### config.mk
export PLATFORM = sky130hd
export DESIGN_NAME = traffic_phase_scheduler
export DESIGN_NICKNAME = d
export VERILOG_FILES = /design/src/rtl/traffic_pkg.sv /design/src/rtl/rr_dir_picker.sv /design/src/rtl/traffic_phase_scheduler.sv
export SDC_FILE = /design/constraint.sdc
export NUM_CORES = 1
export LEC_CHECK = 0
export CAP_MARGIN = 20
export CORE_UTILIZATION = 62
export CTS_CLUSTER_DIAMETER = 50
export CTS_CLUSTER_SIZE = 28
export DETAILED_ROUTE_END_ITERATION = 8
export DONT_BUFFER_PORTS = 1
export GPL_TIMING_DRIVEN = 0
export PLACE_DENSITY = 0.78
export SKIP_CTS_REPAIR_TIMING = 1
export SLEW_MARGIN = 15
export SYNTH_ARGS = -nofsm -noshare
export SYNTH_HDL_FRONTEND = slang
export SYNTH_SLANG_ARGS = --single-unit
### constraint.sdc
create_clock -name clk -period 2.7 [get_ports clk]
set_input_delay 0.135 -clock clk [delete_from_list [all_inputs] [get_ports clk]]
set_output_delay 0.135 -clock clk [all_outputs]
set_load 0.01 [all_outputs]
### src/rtl/traffic_pkg.sv
// Shared types for the traffic phase scheduler: lamp codes, approach indices
// and the phase state encoding.
package traffic_pkg;

  localparam logic [1:0] LAMP_RED    = 2'b00;
  localparam logic [1:0] LAMP_YELLOW = 2'b01;
  localparam logic [1:0] LAMP_GREEN  = 2'b10;

  localparam logic [1:0] DIR_N = 2'd0;
  localparam logic [1:0] DIR_W = 2'd1;
  localparam logic [1:0] DIR_S = 2'd2;
  localparam logic [1:0] DIR_E = 2'd3;

  typedef enum logic [1:0] {
    ST_ALLRED = 2'd0,
    ST_GREEN  = 2'd1,
    ST_YELLOW = 2'd2
  } phase_e;

  function automatic logic [3:0] dir_onehot(input logic [1:0] d);
    return 4'b0001 << d;
  endfunction

endpackage

### src/rtl/rr_dir_picker.sv
// Combinational round-robin picker: first set bit of req_i searching upward
// from start_i+1 with wrap, so start_i itself is considered last.
module rr_dir_picker (
  input  logic [3:0] req_i,
  input  logic [1:0] start_i,
  output logic [1:0] grant_o,
  output logic       valid_o
);

  logic [1:0] idx;

  always_comb begin
    grant_o = start_i;
    valid_o = 1'b0;
    idx     = start_i;
    for (int k = 1; k <= 4; k++) begin
      idx = start_i + 2'(k);
      if (!valid_o && req_i[idx]) begin
        grant_o = idx;
        valid_o = 1'b1;
      end
    end
  end

endmodule

### src/rtl/traffic_phase_scheduler.sv
// Demand-actuated four-way phase scheduler (ALLRED -> GREEN -> YELLOW).
// Define EMERGENCY_PREEMPT_EN to add the emerg_req port and preemption.
module traffic_phase_scheduler
  import traffic_pkg::*;
#(
  parameter int GREEN_MIN   = 10,
  parameter int GREEN_MAX   = 30,
  parameter int YELLOW_TIME = 4,
  parameter int ALLRED_TIME = 2,
  parameter int CNT_W       = 8
) (
  input  logic       clk,
  input  logic       rst,
  input  logic [3:0] sensor,
`ifdef EMERGENCY_PREEMPT_EN
  input  logic [3:0] emerg_req,
`endif
  output logic [1:0] north_light,
  output logic [1:0] west_light,
  output logic [1:0] south_light,
  output logic [1:0] east_light,
  output logic [1:0] active_dir,
  output logic [1:0] dbg_state_o
);

  localparam logic [CNT_W-1:0] GMIN_M1 = CNT_W'(GREEN_MIN - 1);
  localparam logic [CNT_W-1:0] GMAX_M1 = CNT_W'(GREEN_MAX - 1);
  localparam logic [CNT_W-1:0] GMAX    = CNT_W'(GREEN_MAX);
  localparam logic [CNT_W-1:0] Y_M1    = CNT_W'(YELLOW_TIME - 1);
  localparam logic [CNT_W-1:0] AR_M1   = CNT_W'(ALLRED_TIME - 1);
  localparam logic [CNT_W-1:0] ONE     = CNT_W'(1);

  phase_e           state_q, state_d;
  logic [CNT_W-1:0] t_q, t_d;
  logic [3:0]       pending_q, pending_d;
  logic [1:0]       dir_q, dir_d;
  logic [7:0]       lamps_q, lamps_d;

  logic [3:0] req, own_mask;
  logic [1:0] rr_dir, em_dir;
  logic       rr_valid, em_valid;
  logic       ar_done, gap_out, max_out;

  assign req      = pending_q | sensor;
  assign own_mask = dir_onehot(dir_q);
  assign ar_done  = (t_q >= AR_M1);
  assign gap_out  = (t_q >= GMIN_M1) && !sensor[dir_q];
  assign max_out  = (t_q >= GMAX_M1) && ((req & ~own_mask) != 4'b0000);

  rr_dir_picker u_rr (
    .req_i   (req),
    .start_i (dir_q),
    .grant_o (rr_dir),
    .valid_o (rr_valid)
  );

`ifdef EMERGENCY_PREEMPT_EN
  // Start at E so the search begins at N: lowest set bit wins.
  rr_dir_picker u_em (
    .req_i   (emerg_req),
    .start_i (DIR_E),
    .grant_o (em_dir),
    .valid_o (em_valid)
  );
`else
  assign em_dir   = DIR_N;
  assign em_valid = 1'b0;
`endif

  always_comb begin
    state_d = state_q;
    t_d     = t_q;
    dir_d   = dir_q;
    // Demand from the approach currently being served is not latched again;
    // it is already satisfied by the running green.
    pending_d = pending_q | ((state_q == ST_GREEN) ? (sensor & ~own_mask) : sensor);

    case (state_q)
      ST_ALLRED: begin
        if (ar_done && (em_valid || rr_valid)) begin
          state_d   = ST_GREEN;
          t_d       = '0;
          dir_d     = em_valid ? em_dir : rr_dir;
          pending_d = pending_d & ~dir_onehot(dir_d);
        end else if (!ar_done) begin
          t_d = t_q + ONE;
        end
      end
      ST_GREEN: begin
        if (t_q < GMAX) t_d = t_q + ONE;
        if (em_valid) begin
          if (em_dir != dir_q) begin
            state_d = ST_YELLOW;
            t_d     = '0;
          end
        end else if (gap_out || max_out) begin
          state_d = ST_YELLOW;
          t_d     = '0;
        end
      end
      ST_YELLOW: begin
        if (t_q >= Y_M1) begin
          state_d = ST_ALLRED;
          t_d     = '0;
        end else begin
          t_d = t_q + ONE;
        end
      end
      default: begin
        state_d = ST_ALLRED;
        t_d     = '0;
      end
    endcase

    lamps_d = '0;
    for (int i = 0; i < 4; i++) begin
      if (dir_d == 2'(i)) begin
        if (state_d == ST_GREEN)       lamps_d[2*i +: 2] = LAMP_GREEN;
        else if (state_d == ST_YELLOW) lamps_d[2*i +: 2] = LAMP_YELLOW;
      end
    end
  end

  always_ff @(posedge clk) begin
    if (rst) begin
      state_q   <= ST_ALLRED;
      t_q       <= '0;
      pending_q <= '0;
      dir_q     <= DIR_E;
      lamps_q   <= '0;
    end else begin
      state_q   <= state_d;
      t_q       <= t_d;
      pending_q <= pending_d;
      dir_q     <= dir_d;
      lamps_q   <= lamps_d;
    end
  end

  assign north_light = lamps_q[1:0];
  assign west_light  = lamps_q[3:2];
  assign south_light = lamps_q[5:4];
  assign east_light  = lamps_q[7:6];
  assign active_dir  = dir_q;
  assign dbg_state_o = state_q;

endmodule

==> After elaboration in Yosys (flattened, before gate mapping) <==
Index checks and enable logic that the tools add are counted.
{ "totals": {"input_bits": 6, "ff_bits": 24, "wordCells": 97} }
{ "op_classes": {"shifts": 2, "mux": 35, "n_addsub": 4, "n_reduce_logical": 19, "eq_ne": 9, "n_bitwise": 11, "order_cmp": 9} }
{ "op_table": {"columns": ["op", "count"], "rows": [
  ["$mux 8", 5],
  ["$pmux 8 s3", 1],
  ["$mux 2", 10],
  ["$and 4x4->4", 3],
  ["$lt 2x3->1 const B", 4],
  ["$mux 4", 3],
  ["$bmux 1 s2", 5],
  ["$mux 1", 10],
  ["$add 8x1->8 const B", 1],
  ["$eq 2x2->1 const B", 4],
  ["$ge 8x1->1 const B", 1],
  ["$ge 8x2->1 const B", 1],
  ["$ge 8x4->1 const B", 1],
  ["$ge 8x5->1 const B", 1],
  ["$lt 8x5->1 const B", 1],
  ["$not 4->4", 2],
  ["$or 4x4->4", 2],
  ["$reduce_or 2->1", 4],
  ["$shl 1x2->4 const A", 2],
  ["$eq 2x1->1 const B", 3],
  ["$logic_and 1x1->1", 6],
  ["$pmux 2 s3", 1],
  ["$add 2x2->2 const B", 2],
  ["$logic_not 1->1", 4],
  ["8 further kinds", 12]
]} }

==> Depth between registers and ports, before layout <==
{ "logic_depth": {"word_depth": 19, "depth_mapped": 9, "ltp_nobuf": 8} }

==> By module <==
From an unflattened synthesis, not the netlist that was laid out.
{ "unflattened": {"cells_unflattened": 165, "area_unflattened_um2": 1321.3} }
{ "modules_own_cells": {"columns": ["module", "seq_area_each_um2", "n_inst", "area_per_inst_um2", "cells_each"], "rows": [
  ["traffic_phase_scheduler", 480.5, 1, 1238.7, 151],
  ["rr_dir_picker", 0.0, 1, 82.6, 14]
]} }

==> Least setup slack after synthesis <==
OpenSTA, ideal clock, no wires.
{ "synth_path": {"path_kind": "register to register", "start": "register dir_q[0], in the netlist active_dir[0]", "end": "register t_q[2]", "setup_time_ns": 0.115, "setup_slack_ns": 0.425, "path_buffers": 1, "path_stages_with_launch": 10, "t_arrival_ns": 2.161, "t_required_ns": 2.585, "cell_sequence": "dfxtp_1 buf_2 inv_1 ha_1 o21bai_1 o2111ai_1 a2bb2oi_4 a32oi_1 a21oi_1 o21a_1"} }
{ "synth_between": {"elab_chain_len": 16, "elab_cells_between_ends": 38} }
{ "synth_rtl": {"columns": ["element", "line_no", "rtl"], "rows": [
  ["start: declaration", "traffic_phase_scheduler.sv:36", "logic [1:0] dir_q, dir_d;"],
  ["start signal: assignment", "traffic_phase_scheduler.sv:135", "dir_q <= dir_d;"],
  ["$add 2x1->2", "rr_dir_picker.sv:17", "idx = start_i + 2'(k);"],
  ["$bmux 1 s2", "rr_dir_picker.sv:18", "if (!valid_o && req_i[idx]) begin"],
  ["$mux 1 (not written as such)", "rr_dir_picker.sv:18", null],
  ["$mux 1", "rr_dir_picker.sv:18", null],
  ["$logic_not 1->1", "rr_dir_picker.sv:18", null],
  ["$logic_and 1x1->1", "rr_dir_picker.sv:18", null],
  ["$mux 1", "rr_dir_picker.sv:18", null],
  ["$logic_not 1->1", "rr_dir_picker.sv:18", null],
  ["$logic_and 1x1->1", "rr_dir_picker.sv:18", null],
  ["$mux 1", "rr_dir_picker.sv:18", null],
  ["$logic_not 1->1", "rr_dir_picker.sv:18", null],
  ["$logic_and 1x1->1", "rr_dir_picker.sv:18", null],
  ["$mux 1", "rr_dir_picker.sv:18", null],
  ["$logic_and 1x1->1", "traffic_phase_scheduler.sv:80", "if (ar_done && (em_valid || rr_valid)) begin"],
  ["$mux 8 / $ne 3x3->1 (equally long branches)", null, null],
  ["$pmux 8 s3 / $reduce_and 2->1 (equally long branches)", null, null],
  ["end signal: assignment", "traffic_phase_scheduler.sv:133", "t_q <= t_d;"],
  ["end: declaration", "traffic_phase_scheduler.sv:34", "logic [CNT_W-1:0] t_q, t_d;"]
]} }
Several ways; a longest one is shown, not always the timed one. The select of a mux whose other input is x is not followed.
A chain may end at the register's enable or synchronous reset.

==> Final worst setup path <==
{ "layout_path": {"start": "register dir_q[0], in the netlist active_dir[0]", "end": "register lamps_q[0]"} }
{ "layout_between": {"elab_chain_len": 19, "elab_cells_between_ends": 48} }
{ "layout_rtl": {"columns": ["element", "line_no", "rtl"], "rows": [
  ["$add 2x1->2", "rr_dir_picker.sv:17", null],
  ["$bmux 1 s2", "rr_dir_picker.sv:18", null],
  ["$mux 1 (not written as such)", "rr_dir_picker.sv:18", null],
  ["$mux 1", "rr_dir_picker.sv:18", null],
  ["$logic_not 1->1", "rr_dir_picker.sv:18", null],
  ["$logic_and 1x1->1", "rr_dir_picker.sv:18", null],
  ["$mux 1", "rr_dir_picker.sv:18", null],
  ["$logic_not 1->1", "rr_dir_picker.sv:18", null],
  ["[3 not listed]", null, null],
  ["$logic_and 1x1->1", "rr_dir_picker.sv:18", null],
  ["$mux 1", "rr_dir_picker.sv:18", null],
  ["$logic_and 1x1->1", "traffic_phase_scheduler.sv:80", null],
  ["$mux 2", "traffic_phase_scheduler.sv:80", null],
  ["$pmux 2 s3 / $mux 2 (equally long branches)", "traffic_phase_scheduler.sv:78", "case (state_q)"],
  ["$eq 2x2->1 / $logic_not 2->1 (equally long branches)", "traffic_phase_scheduler.sv:119, traffic_phase_scheduler.sv:117", null],
  ["$mux 1 / $not 1->1 (equally long branches)", null, null],
  ["$mux 2 / $reduce_or 2->1 (equally long branches)", null, null],
  ["end signal: assignment", "traffic_phase_scheduler.sv:136", "lamps_q <= lamps_d;"],
  ["end: declaration", "traffic_phase_scheduler.sv:37", "logic [7:0] lamps_q, lamps_d;"]
]} }
Several ways; a longest one is shown, not always the timed one. The select of a mux whose other input is x is not followed.

==> impl_metrics.toml <==
[worst_setup_path]
crit_buf_inv = 2
end_kind = "flop"
critPathMaxStageDelay_ns = 0.51
rr_startpoint = "active_dir[0]"
slowest_stage = "or4b_1"
arrival_ns = 2.79
cp_common_cell = "o21bai_1"
crit_family = "compound AO/OA/AOI/OAI gates"
cp_max_fo = 10
path_cells = "buf_2 -> inv_1 -> ha_1 -> o21bai_1 -> o2111ai_1 -> a2bb2oi_4 -> o21bai_1 -> or4b_1 -> nor2_1"
path_class = "reg2reg"
startpoint_type = "flop"
ff2ff_path_depth = 9
critical_path.startpoint = "active_dir[0]"
worst_ep_required_time_ns = 2.97
cp.depth = 9

[logic_synthesis]
synthMuxAreaShare_pct = 3.19
synth_compound_area_share_pct = 27.3
ys_types = 48
syn_area_per_cell_um2 = 8.98
yosys.area_share.xor_xnor_pct = 2.48
synth_top_family_by_area = "compound AO/OA/AOI/OAI gates"
synth_cells = 157
yosys.area_share.simple_pct = 23.4
synth_nets = 170
synth-main-ff-cell = "dfxtp_1"
synth_edf_count = 0
netlist_area_um2 = 1410
synth_seq_area_share_pct = 34.1
yosys_warnings = 0
synthArstFlopShare_pct = 0
ys_seq_elements = 24
synth_fa_ha_area_share_pct = 6.21

[die]
dieWidth_um = 49.7
dieArea_um2 = 2470
initial_core_util_pct = 69.1
rows = 16
fp.coreArea_um2 = 2040
die_y_um = 49.7
ios = 18

[finish]
finish.utilization_pct = 74.3
postLayoutCellArea_um2 = 1520
num-nets-final = 176
register_area_um2 = 484
multi_input_area_um2 = 891
final_cell_mix = "dfxtp_1, nor2_1, inv_1"
area_growth_pct = 7.63
num_antenna_cells = 0
drive_above_1_share_pct = 10.5
num-fill-cells = 158
final_common_cell = "dfxtp_1"

[route]
via_count = 1280
postRouteAntennaNets = 0
vias_per_cell = 6.77
route.detailed.wl_per_inst_um = 17.3
drt-initial-drc-count = 56
drt-total-wl_um = 3280
firstDrtPassIters = 4
drc = 0

[run]
cap_viol_max_count = 0

[clock_tree]
cts_tree = "yes"
clock_latency_ns = 0.33
cts-root-buf = "clkbuf_4"
cts.sinks = 24
cts_htree_levels = 1
clockBufferDepth = 2
cts_buffers = 3
path_clk_slew_ns = 0.14

[timing]
rsz0062_at_grt = "false"
setup_viol = 0
min_period_ns = 2.52
whs_ns = 0.000218
timing.fmax_mhz = 397
drv_slew = 0
finalHoldViolCount = 0
worstMarginPinSlew_ns = 0.664
fin_ws_ns = 0.179
slew_headroom_pct = 55.6
skew_ns = 0.0126
fin_crit_sh_pct = 93.4

[status]
outcome = "finished, final reports clean"

[pwr]
powerDensity_nw_per_um2 = 1090
switching_share_pct = 43.2
p_sw_uw = 717
leakagePower_nw = 0.566
pwr-share-clk_pct = 15.9
intPower_uw = 943
max-vdd-ir-drop_uv = 661
p_seq_share_pct = 32.4
p_total_mw = 1.66
comb_power_share_pct = 51.7

[placed_design]
placed_area_um2 = 1440
pre_cts_ws_ns = -0.000747
dp_hpwl_um = 2440
routabilityCongestion = 0.973
portBuffers = 0

[global_route]
grt_pass1_wl_um = 5450
grt_overflow = 0
antenna_found_initial = 0
grt_max_degree = 15
grt_util_all_layers_pct = 28.5
grt_pass1_vias = 1201

[worst_hold_path]
whs_path_depth = 2
worstHoldStart = "sensor[2]"
min_path_type = "in2reg"
==> per-layer routing <==
metal  GRT usage (%)  up-vias  share of wire, %
met5               0        -                 0
met4            12.4        0               2.4
met3            6.48       12               5.3
met2            47.5       51                50
met1            34.9      608                42
li1                -      609                 -
==> power groups by stage <==
stage | registers (mW) | clock network (mW) | logic [mW]
2_1_floorplan | 0.519 | 0 | 0.678
3_3_place_gp | 0.538 | 0 | 0.800
3_5_place_dp | 0.544 | 0 | 0.822
4_1_cts | 0.536 | 0.268 | 0.832
5_1_grt | 0.550 | 0.276 | 0.931
6_report | 0.539 | 0.264 | 0.858
==> Yosys cell counts (2+ instances only) <==
master	count	area, um^2
inv_1	10	37.5
xnor2_1	4	35.0
a31oi_1	2	12.5
o21ai_0	2	10.0
o211ai_1	3	22.5
nor2_1	16	60.1
nand3_1	3	15.0
ha_1	7	87.6
nand2_1	9	33.8
a211oi_1	9	67.6
or3_1	2	12.5
o2bb2ai_1	3	26.3
a21oi_1	8	40.0
nand2b_1	3	18.8
mux4_2	2	45.0
o21a_1	2	15.0
nor3b_1	2	15.0
and4_1	2	17.5
nor3_1	8	40.0
dfxtp_1	24	480
and3_1	3	18.8
o22ai_1	2	12.5
o21bai_1	4	30.0
nor2b_1	3	18.8
==> worst paths after layout <==
| kind | slack, ns | end |
|---|---|---|
| max | 0.18 | lamps_q[0] |
| max reg2reg | 0.18 | lamps_q[0] |
| min | 0.0002 | pending_q[2] |
| min reg2reg | 0.50 | t_q[6] |
==> area by class of cell <==
cell class              instances  share of cell area [%]
multi-input cells             121                    58.7
flip-flops and latches         24                    31.9
inverters                      10                    2.47
well taps                      27                    2.23
clock inverters                 1                    1.98
clock buffers                   3                    1.48
repair buffers                  1                   0.660
plain buffers                   2                   0.577
==> state kept, by name (all words and copies together) (netlist names) <==
signal / flops
t_q: 8
active_dir: 2
dbg_state_o: 2
lamps_q: 8
pending_q: 4
==> kinds of logic (layout without fill, tap and decap cells) <==
kind of cell	Yosys count	after routing
and+or+nand+nor	61	61
DFF	24	24
xor gates and xnor gates	4	4
AOI/OAI and AO/OA	47	47
buffers and inverters	12	17
muxes	2	2
adders and majority gates	7	7
==> stage by stage <==
stage,instances,setup TNS [ns]
final,189,0
after global routing,189,0
after CTS,188,-0.0813
after detailed placement,184,-0.000747
after global placement,184,0
after floorplan,157,0
(Power assumes the default switching activity.)
